## src/rtl/multicycle_control_unit_pkg.sv

```systemverilog
// Shared definitions for the multicycle control unit: state encoding,
// opcode classes and ALU operation codes.
package multicycle_control_unit_pkg;

  typedef enum logic [2:0] {
    ST_FETCH  = 3'd0,
    ST_DECODE = 3'd1,
    ST_EXEC   = 3'd2,
    ST_MEM    = 3'd3,
    ST_WB     = 3'd4,
    ST_ERR    = 3'd5
  } state_e;

  localparam logic [2:0] OP_RTYPE = 3'b000;
  localparam logic [2:0] OP_ADDI  = 3'b001;
  localparam logic [2:0] OP_LW    = 3'b100;
  localparam logic [2:0] OP_SW    = 3'b101;
  localparam logic [2:0] OP_BEQ   = 3'b110;
  localparam logic [2:0] OP_JMP   = 3'b111;

  localparam logic [1:0] ALU_ADD   = 2'b00;
  localparam logic [1:0] ALU_SUB   = 2'b01;
  localparam logic [1:0] ALU_FUNCT = 2'b10;

  function automatic logic op_class_legal(input logic [2:0] op);
    case (op)
      OP_RTYPE, OP_ADDI, OP_LW, OP_SW, OP_BEQ, OP_JMP: op_class_legal = 1'b1;
      default:                                         op_class_legal = 1'b0;
    endcase
  endfunction

endpackage

```

## src/rtl/mcu_output_decode.sv

```systemverilog
// Combinational datapath-control decode from the current state, the latched
// opcode class and the live zero/mem_ready inputs.
module mcu_output_decode
  import multicycle_control_unit_pkg::*;
(
  input  logic [2:0] state_i,
  input  logic [2:0] op_i,
  input  logic       zero_i,
  input  logic       mem_ready_i,
  output logic       mem_req_o,
  output logic       mem_we_o,
  output logic       iord_o,
  output logic       pc_write_o,
  output logic       ir_write_o,
  output logic       reg_dst_o,
  output logic       alu_src_o,
  output logic       mem_to_reg_o,
  output logic       reg_write_o,
  output logic       branch_o,
  output logic       jump_o,
  output logic [1:0] alu_op_o,
  output logic       instr_done_o
);

  always_comb begin
    mem_req_o    = 1'b0;
    mem_we_o     = 1'b0;
    iord_o       = 1'b0;
    pc_write_o   = 1'b0;
    ir_write_o   = 1'b0;
    reg_dst_o    = 1'b0;
    alu_src_o    = 1'b0;
    mem_to_reg_o = 1'b0;
    reg_write_o  = 1'b0;
    branch_o     = 1'b0;
    jump_o       = 1'b0;
    alu_op_o     = ALU_ADD;
    instr_done_o = 1'b0;
    case (state_e'(state_i))
      ST_FETCH: begin
        mem_req_o = 1'b1;
        // PC increment and IR load only on the cycle the fetch completes
        if (mem_ready_i) begin
          ir_write_o = 1'b1;
          pc_write_o = 1'b1;
          alu_op_o   = ALU_ADD;
        end
      end
      ST_EXEC: begin
        case (op_i)
          OP_RTYPE: alu_op_o = ALU_FUNCT;
          OP_ADDI, OP_LW, OP_SW: begin
            alu_op_o  = ALU_ADD;
            alu_src_o = 1'b1;
          end
          OP_BEQ: begin
            alu_op_o     = ALU_SUB;
            branch_o     = 1'b1;
            pc_write_o   = zero_i;
            instr_done_o = 1'b1;
          end
          OP_JMP: begin
            jump_o       = 1'b1;
            pc_write_o   = 1'b1;
            instr_done_o = 1'b1;
          end
          default: ;
        endcase
      end
      ST_MEM: begin
        mem_req_o    = 1'b1;
        iord_o       = 1'b1;
        mem_we_o     = (op_i == OP_SW);
        instr_done_o = mem_ready_i && (op_i == OP_SW);
      end
      ST_WB: begin
        reg_write_o  = 1'b1;
        instr_done_o = 1'b1;
        reg_dst_o    = (op_i == OP_RTYPE);
        mem_to_reg_o = (op_i == OP_LW);
      end
      default: ;
    endcase
  end

endmodule

```

## src/rtl/multicycle_control_unit.sv

```systemverilog
// Multicycle CPU control FSM: holds state, latched opcode and memory wait
// counter; output decode is delegated to mcu_output_decode.
module multicycle_control_unit
  import multicycle_control_unit_pkg::*;
#(
  parameter int OPCODE_W = 3,
  parameter int WAIT_MAX = 15
) (
  input  logic                clk,
  input  logic                rst,
  input  logic [OPCODE_W-1:0] opcode,
  input  logic                zero,
  input  logic                mem_ready,
  output logic                mem_req,
  output logic                mem_we,
  output logic                iord,
  output logic                pc_write,
  output logic                ir_write,
  output logic                reg_dst,
  output logic                alu_src,
  output logic                mem_to_reg,
  output logic                reg_write,
  output logic                branch,
  output logic                jump,
  output logic [1:0]          alu_op,
  output logic [2:0]          state,
  output logic                instr_done,
  output logic                illegal,
  output logic                timeout
);

  localparam int CNT_W = $clog2(WAIT_MAX + 1);

  state_e              state_q, state_d;
  logic [OPCODE_W-1:0] op_q, op_d;
  logic [CNT_W-1:0]    wait_q, wait_d;
  logic                illegal_q, illegal_d;
  logic                timeout_q, timeout_d;
  logic                op_legal;
  logic                waiting;

  assign op_legal = ((op_q >> 3) == '0) && op_class_legal(op_q[2:0]);
  assign waiting  = ((state_q == ST_FETCH) || (state_q == ST_MEM)) && !mem_ready;

  always_ff @(posedge clk or posedge rst) begin
    if (rst) begin
      state_q   <= ST_FETCH;
      op_q      <= '0;
      wait_q    <= '0;
      illegal_q <= 1'b0;
      timeout_q <= 1'b0;
    end else begin
      state_q   <= state_d;
      op_q      <= op_d;
      wait_q    <= wait_d;
      illegal_q <= illegal_d;
      timeout_q <= timeout_d;
    end
  end

  always_comb begin
    state_d   = state_q;
    op_d      = op_q;
    wait_d    = '0;
    illegal_d = illegal_q;
    timeout_d = timeout_q;
    // The wait counter only survives while still stalled; any exit clears it
    if (waiting) begin
      if (wait_q == CNT_W'(WAIT_MAX - 1)) begin
        timeout_d = 1'b1;
        state_d   = ST_ERR;
      end else begin
        wait_d = wait_q + 1'b1;
      end
    end else begin
      case (state_q)
        ST_FETCH: begin
          op_d    = opcode;
          state_d = ST_DECODE;
        end
        ST_DECODE: begin
          if (!op_legal) begin
            illegal_d = 1'b1;
            state_d   = ST_ERR;
          end else begin
            state_d = ST_EXEC;
          end
        end
        ST_EXEC: begin
          case (op_q[2:0])
            OP_RTYPE, OP_ADDI: state_d = ST_WB;
            OP_LW, OP_SW:      state_d = ST_MEM;
            default:           state_d = ST_FETCH;
          endcase
        end
        ST_MEM:  state_d = (op_q[2:0] == OP_LW) ? ST_WB : ST_FETCH;
        ST_WB:   state_d = ST_FETCH;
        ST_ERR:  state_d = ST_ERR;
        default: state_d = ST_ERR;
      endcase
    end
  end

  mcu_output_decode u_decode (
    .state_i      (state_q),
    .op_i         (op_q[2:0]),
    .zero_i       (zero),
    .mem_ready_i  (mem_ready),
    .mem_req_o    (mem_req),
    .mem_we_o     (mem_we),
    .iord_o       (iord),
    .pc_write_o   (pc_write),
    .ir_write_o   (ir_write),
    .reg_dst_o    (reg_dst),
    .alu_src_o    (alu_src),
    .mem_to_reg_o (mem_to_reg),
    .reg_write_o  (reg_write),
    .branch_o     (branch),
    .jump_o       (jump),
    .alu_op_o     (alu_op),
    .instr_done_o (instr_done)
  );

  assign state   = state_q;
  assign illegal = illegal_q;
  assign timeout = timeout_q;

endmodule

```

## config.mk

```make
export PLATFORM = sky130hd
export DESIGN_NAME = multicycle_control_unit
export DESIGN_NICKNAME = d
export VERILOG_FILES = /design/src/rtl/multicycle_control_unit_pkg.sv /design/src/rtl/mcu_output_decode.sv /design/src/rtl/multicycle_control_unit.sv
export SDC_FILE = /design/constraint.sdc
export NUM_CORES = 1
export LEC_CHECK = 0
export ABC_CLOCK_PERIOD_IN_PS = 1660
export BUFFER_PORTS_ARGS = -buffer_cell sky130_fd_sc_hd__buf_4
export CAP_MARGIN = 10
export CORE_AREA = 2 2 46 48
export DETAILED_ROUTE_END_ITERATION = 8
export DIE_AREA = 0 0 48 50
export HOLD_SLACK_MARGIN = 0.03
export MAX_ROUTING_LAYER = met4
export PLACE_DENSITY = 0.79
export RECOVER_POWER = 100
export SLEW_MARGIN = 0
export SYNTH_ARGS = -nofsm -noshare
export SYNTH_HDL_FRONTEND = slang
export SYNTH_SLANG_ARGS = --single-unit
```

## constraint.sdc

```tcl
create_clock -name clk -period 1.66 [get_ports clk]
set_clock_uncertainty 0.1 [all_clocks]
set_input_delay 0.332 -clock clk [delete_from_list [all_inputs] [get_ports clk]]
set_output_delay 0.332 -clock clk [all_outputs]
set_load 0.01 [all_outputs]
```

==> metrics, run 1 <==
sequential fraction of the synthesis area=0.381; Worst EP arrival=1.56 ns; Die Y=roughly 50 um; post-layout util=0.722; Max Cap Violations=0; Syn Area/Cell=between 9 and 10 um^2; Post-Syn Nets=90; CP Capture Type=output port; final hold vios=0; Via Count=a little under 900; GRT Residual Overflow=0; wire length per cell=about 21 um; iteration count of the initial detailed-routing pass=6; worst path required time=around 1.2 ns; Core Footprint=between 1500 and 2000 um^2; Layout area overhead=74.1%; Post-DRT Antenna Nets=0; Cell Area, Synth=around 790 um^2; IO Port Bufs=25; Diodes inserted=0; fraction of layout cells with a size suffix above 1=0.633; hold endpoint=op_q[1]; R2R Setup Slk=-0.17 ns; ys flop type=dfrtp_1; most used routing layer=met2; # DRC=0; Initial Util=0.414; synth cell count leaders=dfrtp_1 (12), inv_1 (7), nor2_1 (7); Clock transition at path regs=approximately 0.07 ns; M1 GR Usage=0.284; Cell Chain, Critical Path=buf_12, nor4_4, nor2b_4, buf_6; antenna violations before repair=0; post-synthesis async set-or-reset flop share=1.00; Die Width=roughly 48 um; top-area cell type share of the netlist area=0.381; largest net degree at the start of global routing=13; io pins=26; CTS tree=done; final cycle utilization of the critical path=1.20; violation count after the first detailed-routing iteration=33; Mapped Cells=81; Ys Warns=0; htree depth=1; DR vias/cell=a little under 6; die area=2400 um^2; Placer Congestion=about 0.84; r2r worst-path depth=5; first-pass GRT wire length=slightly above 4 mm; Startpoint Class=flop; Worst-Margin Slew=~0.47 ns; Netlist cell types=38; layout net count=around 140; DRT Wirelength=3.24 mm; Setup CP Type=reg2out; P_leak=roughly 0.64 nW; Power per Cell Area=between 1500 and 2000 nW/um^2; CP Max Fanout=4; CTS buffer count=3; worst reg2reg path endpoint=state[0]; Max-slew headroom=0.689; via count of the first global-routing pass=between 800 and 900; violated checks=setup timing; Slew Limit Fails=0; maximum buffer depth of the clock tree=2; FMAX=just over 500 MHz; worst-skew pair later-pin latency=0.27 ns; clock sink count=12; worst r2r src=op_q[2]; CP peak stage delay=0.45 ns; # rows=16; post-layout min period=1.99 ns; unrepaired setup endpoints after global routing=true; endpoints failing setup=17; HP Class=in2reg; count leader, synth=dfrtp_1; status=finished with violations; Crit-path slowest cell=dfrtp_2; synth top area cells=dfrtp_1 (38%), mux2_2 (4.3%), nor4_1 (4.0%); met2 GRT Util=0.424; Hold Path Depth=2; Peak VDD IR=1.07 mV; CTS root buf=clkbuf_4; Tot GR Track Use=0.257; Post-synth EDFFs=0; dominant cell type by area after synthesis=dfrtp_1; hold_sp=opcode[1]; Global Route met3 Usage=0.0513; flops & latches, synth=12; DP HPWL=1.62 mm; Tot Pwr=0.00258 W; worst setup margin=-0.329 ns
## flip-flops by register name (all words and copies together) (netlist names)
| name | flops |
|---|---|
| op_q | 3 |
| state | 3 |
| timeout | 1 |
| illegal | 1 |
| wait_q | 4 |
## how the worst max path moves through the flow
stage / startpoint / end / slack, ns / depth (start not counted)
2_1_floorplan: state[1] / alu_op[0] / -0.11 / 5
3_3_place_gp: state[0] / instr_done / 0.04 / 4
3_5_place_dp: state[2] / branch / 0.02 / 4
4_1_cts: state[1] / instr_done / -0.26 / 4
5_1_grt: state[2] / branch / -0.41 / 4
6_report: state[2] / branch / -0.33 / 4
## metrics by stage
stage / setup TNS [ns] / cell area [um^2] / cells / worst slack, ns / hold WS [ns]
2_1_floorplan: -0.223 / 820 / 81 / -0.107 / 0.0966
3_3_place_gp: 0 / 1100 / 139 / 0.0371 / 0.266
3_5_place_dp: 0 / 1100 / 139 / 0.0182 / 0.272
4_1_cts: -2.26 / 1270 / 152 / -0.260 / 0.196
5_1_grt: -4.74 / 1370 / 155 / -0.412 / 0.188
6_report: -3.66 / 1370 / 155 / -0.329 / 0.198
## report_power, final
part	internal [W]	total, W	switching [W]
sequential	0.000400	0.000542	0.000142
combinational	0.000938	0.00186	0.000924
clock	0.0000839	0.000174	0.0000902
## cells in the final DEF, fill, tap and decap left out, drive strengths merged, types with 2 or more instances in the layout
cell type / n
nand3: 3
buf: 48
nor2b: 2
dfrtp: 12
inv: 7
ha: 2
nor2: 7
mux2: 3
nor4b: 2
nor3: 3
clkbuf: 6
nand2b: 2
a21oi: 2
a211oi: 2
nand2: 2
nor4: 5
## area by class of cell
type | instances | area (um^2)
Inverter | 7 | 33.8
Multi-Input combinational cell | 54 | 538
Timing Repair Buffer | 52 | 439
Tap cell | 27 | 33.8
Clock buffer | 3 | 22.5
Sequential cell | 12 | 305
Fill cell | 128 | 529
## per-layer routing
metal	up-vias	share of wire
met5	-	0
met4	0	0.032
met3	10	0.036
met2	41	0.53
met1	457	0.40
li1	387	-
## cells by family (layout without fill, tap and decap cells)
family	Yosys count	after routing	share of synthesized area
mux	3	3	0.0429
flops	12	12	0.381
buf+inv	15	62	0.103
simple gates	35	35	0.300
compound gates	12	12	0.119
fa+ha+maj	2	2	0.0317
xor+xnor	2	2	0.0222
## critical path: cells and delay by family (launching register included)
family / cells / cell delay [ns]
buffers and inverters: 2 / 0.27
flip-flops: 1 / 0.45
AND/OR/NAND/NOR: 2 / 0.57
## timing repair
item                       CTS  global route
hold buffers                 1             0
hold endpoints to repair    12             0
pin swaps                    3             4
resized for setup           19            21
buffers inserted             9             3
setup endpoints to repair   13            21
Power figures use the tool's default switching activity.
==> run 2: changes to the inputs <==
==> constraint.sdc (replaced) <==
create_clock -name clk -period 1.66 [get_ports clk]
set_clock_uncertainty 0.1 [all_clocks]
set_input_delay 0.083 -clock clk [delete_from_list [all_inputs] [get_ports clk]]
set_output_delay 0.083 -clock clk [all_outputs]
set_load 0.01 [all_outputs]
==> metrics, run 2 (synthesized netlist as in run 1, its figures left out) <==
antenna violations before repair=0 (unchanged); post-layout min period=1.70 ns (was 1.99 ns); violated checks=setup timing (unchanged); Clock transition at path regs=0.06 ns (was 0.07 ns); # DRC=0 (unchanged); Buf/Inv on CP=1 (was 2); Slew Limit Fails=0 (unchanged); HP Class=in2reg (unchanged); most frequent cells in the layout=buf_4 (31), nor2_1 (7), buf_6 (7) (was buf_4 (36), buf_6 (11), dfrtp_1 (8), nor2_1 (6)); fraction of layout cells with a size suffix above 1=0.570 (was 0.633); wire length per cell=16.4 um (was 20.9 um); unrepaired setup endpoints after global routing=true (unchanged); Initial Util=0.414 (unchanged); DP HPWL=1.39 mm (was 1.62 mm); CTS root buf=clkbuf_4 (unchanged); CP Max Fanout=7 (was 4); final hold vios=0 (unchanged); CP Capture Type=output port (unchanged); layout net count=132 (was 139); iteration count of the initial detailed-routing pass=4 (was 6); placed insts=130 (was 139); Worst EP arrival=1.52 ns (was 1.56 ns); Fin Hold WS=0.131 ns (was 0.198 ns); io pins=26 (unchanged); Startpoint Class=flop (unchanged); max FFs per register=4 (unchanged); status=finished with violations (unchanged); Die Width=48 um (unchanged); Core Footprint=1900 um^2 (unchanged); Max Cap Violations=0 (unchanged); endpoints failing setup=7 (was 17); CP peak stage delay=0.47 ns (was 0.45 ns); # rows=16 (unchanged); DR vias/cell=5.49 (was 5.77); maximum buffer depth of the clock tree=2 (unchanged); Setup CP Type=reg2out (unchanged); GRT Residual Overflow=0 (unchanged); first-pass GRT wire length=3.52 mm (was 4.15 mm); htree depth=1 (unchanged); IO Port Bufs=25 (unchanged); worst-skew pair later-pin latency=0.26 ns (was 0.27 ns); CTS buffer count=3 (unchanged); die area=2400 um^2 (unchanged); Power per Cell Area=1690 nW/um^2 (was 1880 nW/um^2); Post-DRT Antenna Nets=0 (unchanged); via count of the first global-routing pass=760 (was 863); Most flops, register=wait_q (unchanged); Die Y=50 um (unchanged); Placer Congestion=0.822 (was 0.841); worst setup margin=-0.0427 ns (was -0.329 ns); violation count after the first detailed-routing iteration=9 (was 33); Cell Chain, Critical Path=and3b_4, and4b_4, a211o_1, buf_6 (was buf_12, nor4_4, nor2b_4, buf_6); Max-slew headroom=0.693 (was 0.689); worst path required time=1.48 ns (was 1.23 ns); Diodes inserted=0 (unchanged); FMAX=587 MHz (was 503 MHz); Crit-path slowest cell=dfrtp_2 (unchanged); DRT Wirelength=2.43 mm (was 3.24 mm); Peak VDD IR=0.849 mV (was 1.07 mV); P_leak=0.569 nW (was 0.635 nW); Worst-Margin Slew=0.459 ns (was 0.466 ns); CP top delay family=flip-flops (was simple AND/OR/NAND/NOR gates); final cycle utilization of the critical path=1.03 (was 1.20); post-layout util=0.653 (was 0.722); CTS tree=done (unchanged); Layout area overhead=57.6% (was 74.1%); largest net degree at the start of global routing=13 (unchanged); Via Count=813 (was 895); non-filler cells, final=148 (was 155); commonest non-fill, non-tap cell in the layout=buf_4 (unchanged); Tot GR Track Use=0.219 (was 0.257); clock sink count=12 (unchanged)
==> run 2: worst reg2reg max path, stage by stage (launching register included) <==
cell	delay, ns
dfrtp_2	0.46
buf_4	0.17
nor4b_4	0.32
buf_4	0.19
mux2_2	0.33
==> run 2: area by class of cell <==
type,instances,area [um^2]
Clock buffer,3,22.5
Fill cell,139,659
Inverter,7,26.3
Multi-Input combinational cell,54,485
Sequential cell,12,308
Tap cell,27,33.8
Timing Repair Buffer,45,367
==> run 2: routing by layer <==
layer / track usage / part of all wire / vias up
li1: - / - / 370
met1: 0.251 / 0.38 / 394
met2: 0.351 / 0.53 / 39
met3: 0.0513 / 0.049 / 10
met4: 0.0946 / 0.034 / 0
met5: - / 0 / -
==> run 2: metrics by stage <==
| stage | worst slack (ns) | instance area (um^2) | setup TNS, ns | total power [W] |
|---|---|---|---|---|
| finish | -0.0427 | 1240 | -0.188 | 0.00209 |
| global route | -0.109 | 1240 | -0.718 | 0.00224 |
| CTS | -0.0327 | 1160 | -0.0327 | 0.00191 |
| detailed placement | 0.0598 | 998 | 0 | 0.00150 |
| global placement | 0.104 | 998 | 0 | 0.00145 |
| floorplan | 0.0171 | 795 | 0 | 0.00119 |
==> run 2: what timing repair did <==
action                                 CTS  global route
pin swaps                                4             4
gates resized for setup                 12            16
hold buffers                             4             0
setup buffers                            9             2
endpoints found under the hold margin   15             0
setup endpoints to repair               10            19
==> run 2: final timing paths <==
| path | to | slack, ns | startpoint | cells after the start |
|---|---|---|---|---|
| setup reg to reg | op_q[2] | -0.03 | state[2] | 4 |
| hold / removal | state[1] | 0.13 | mem_ready | 4 |
| max in group asynchronous | op_q[0] | 0.82 | rst | 3 |
| setup / recovery | instr_done | -0.04 | state[0] | 4 |
| min in group asynchronous | wait_q[0] | 0.29 | rst | 3 |
| hold reg to reg | wait_q[0] | 0.38 | wait_q[0] | 1 |
==> run 2: power by group <==
part | switching (W) | total (W) | internal [W]
clock network | 0.0000836 | 0.000167 | 0.0000837
logic | 0.000634 | 0.00133 | 0.000700
registers | 0.000188 | 0.000593 | 0.000404
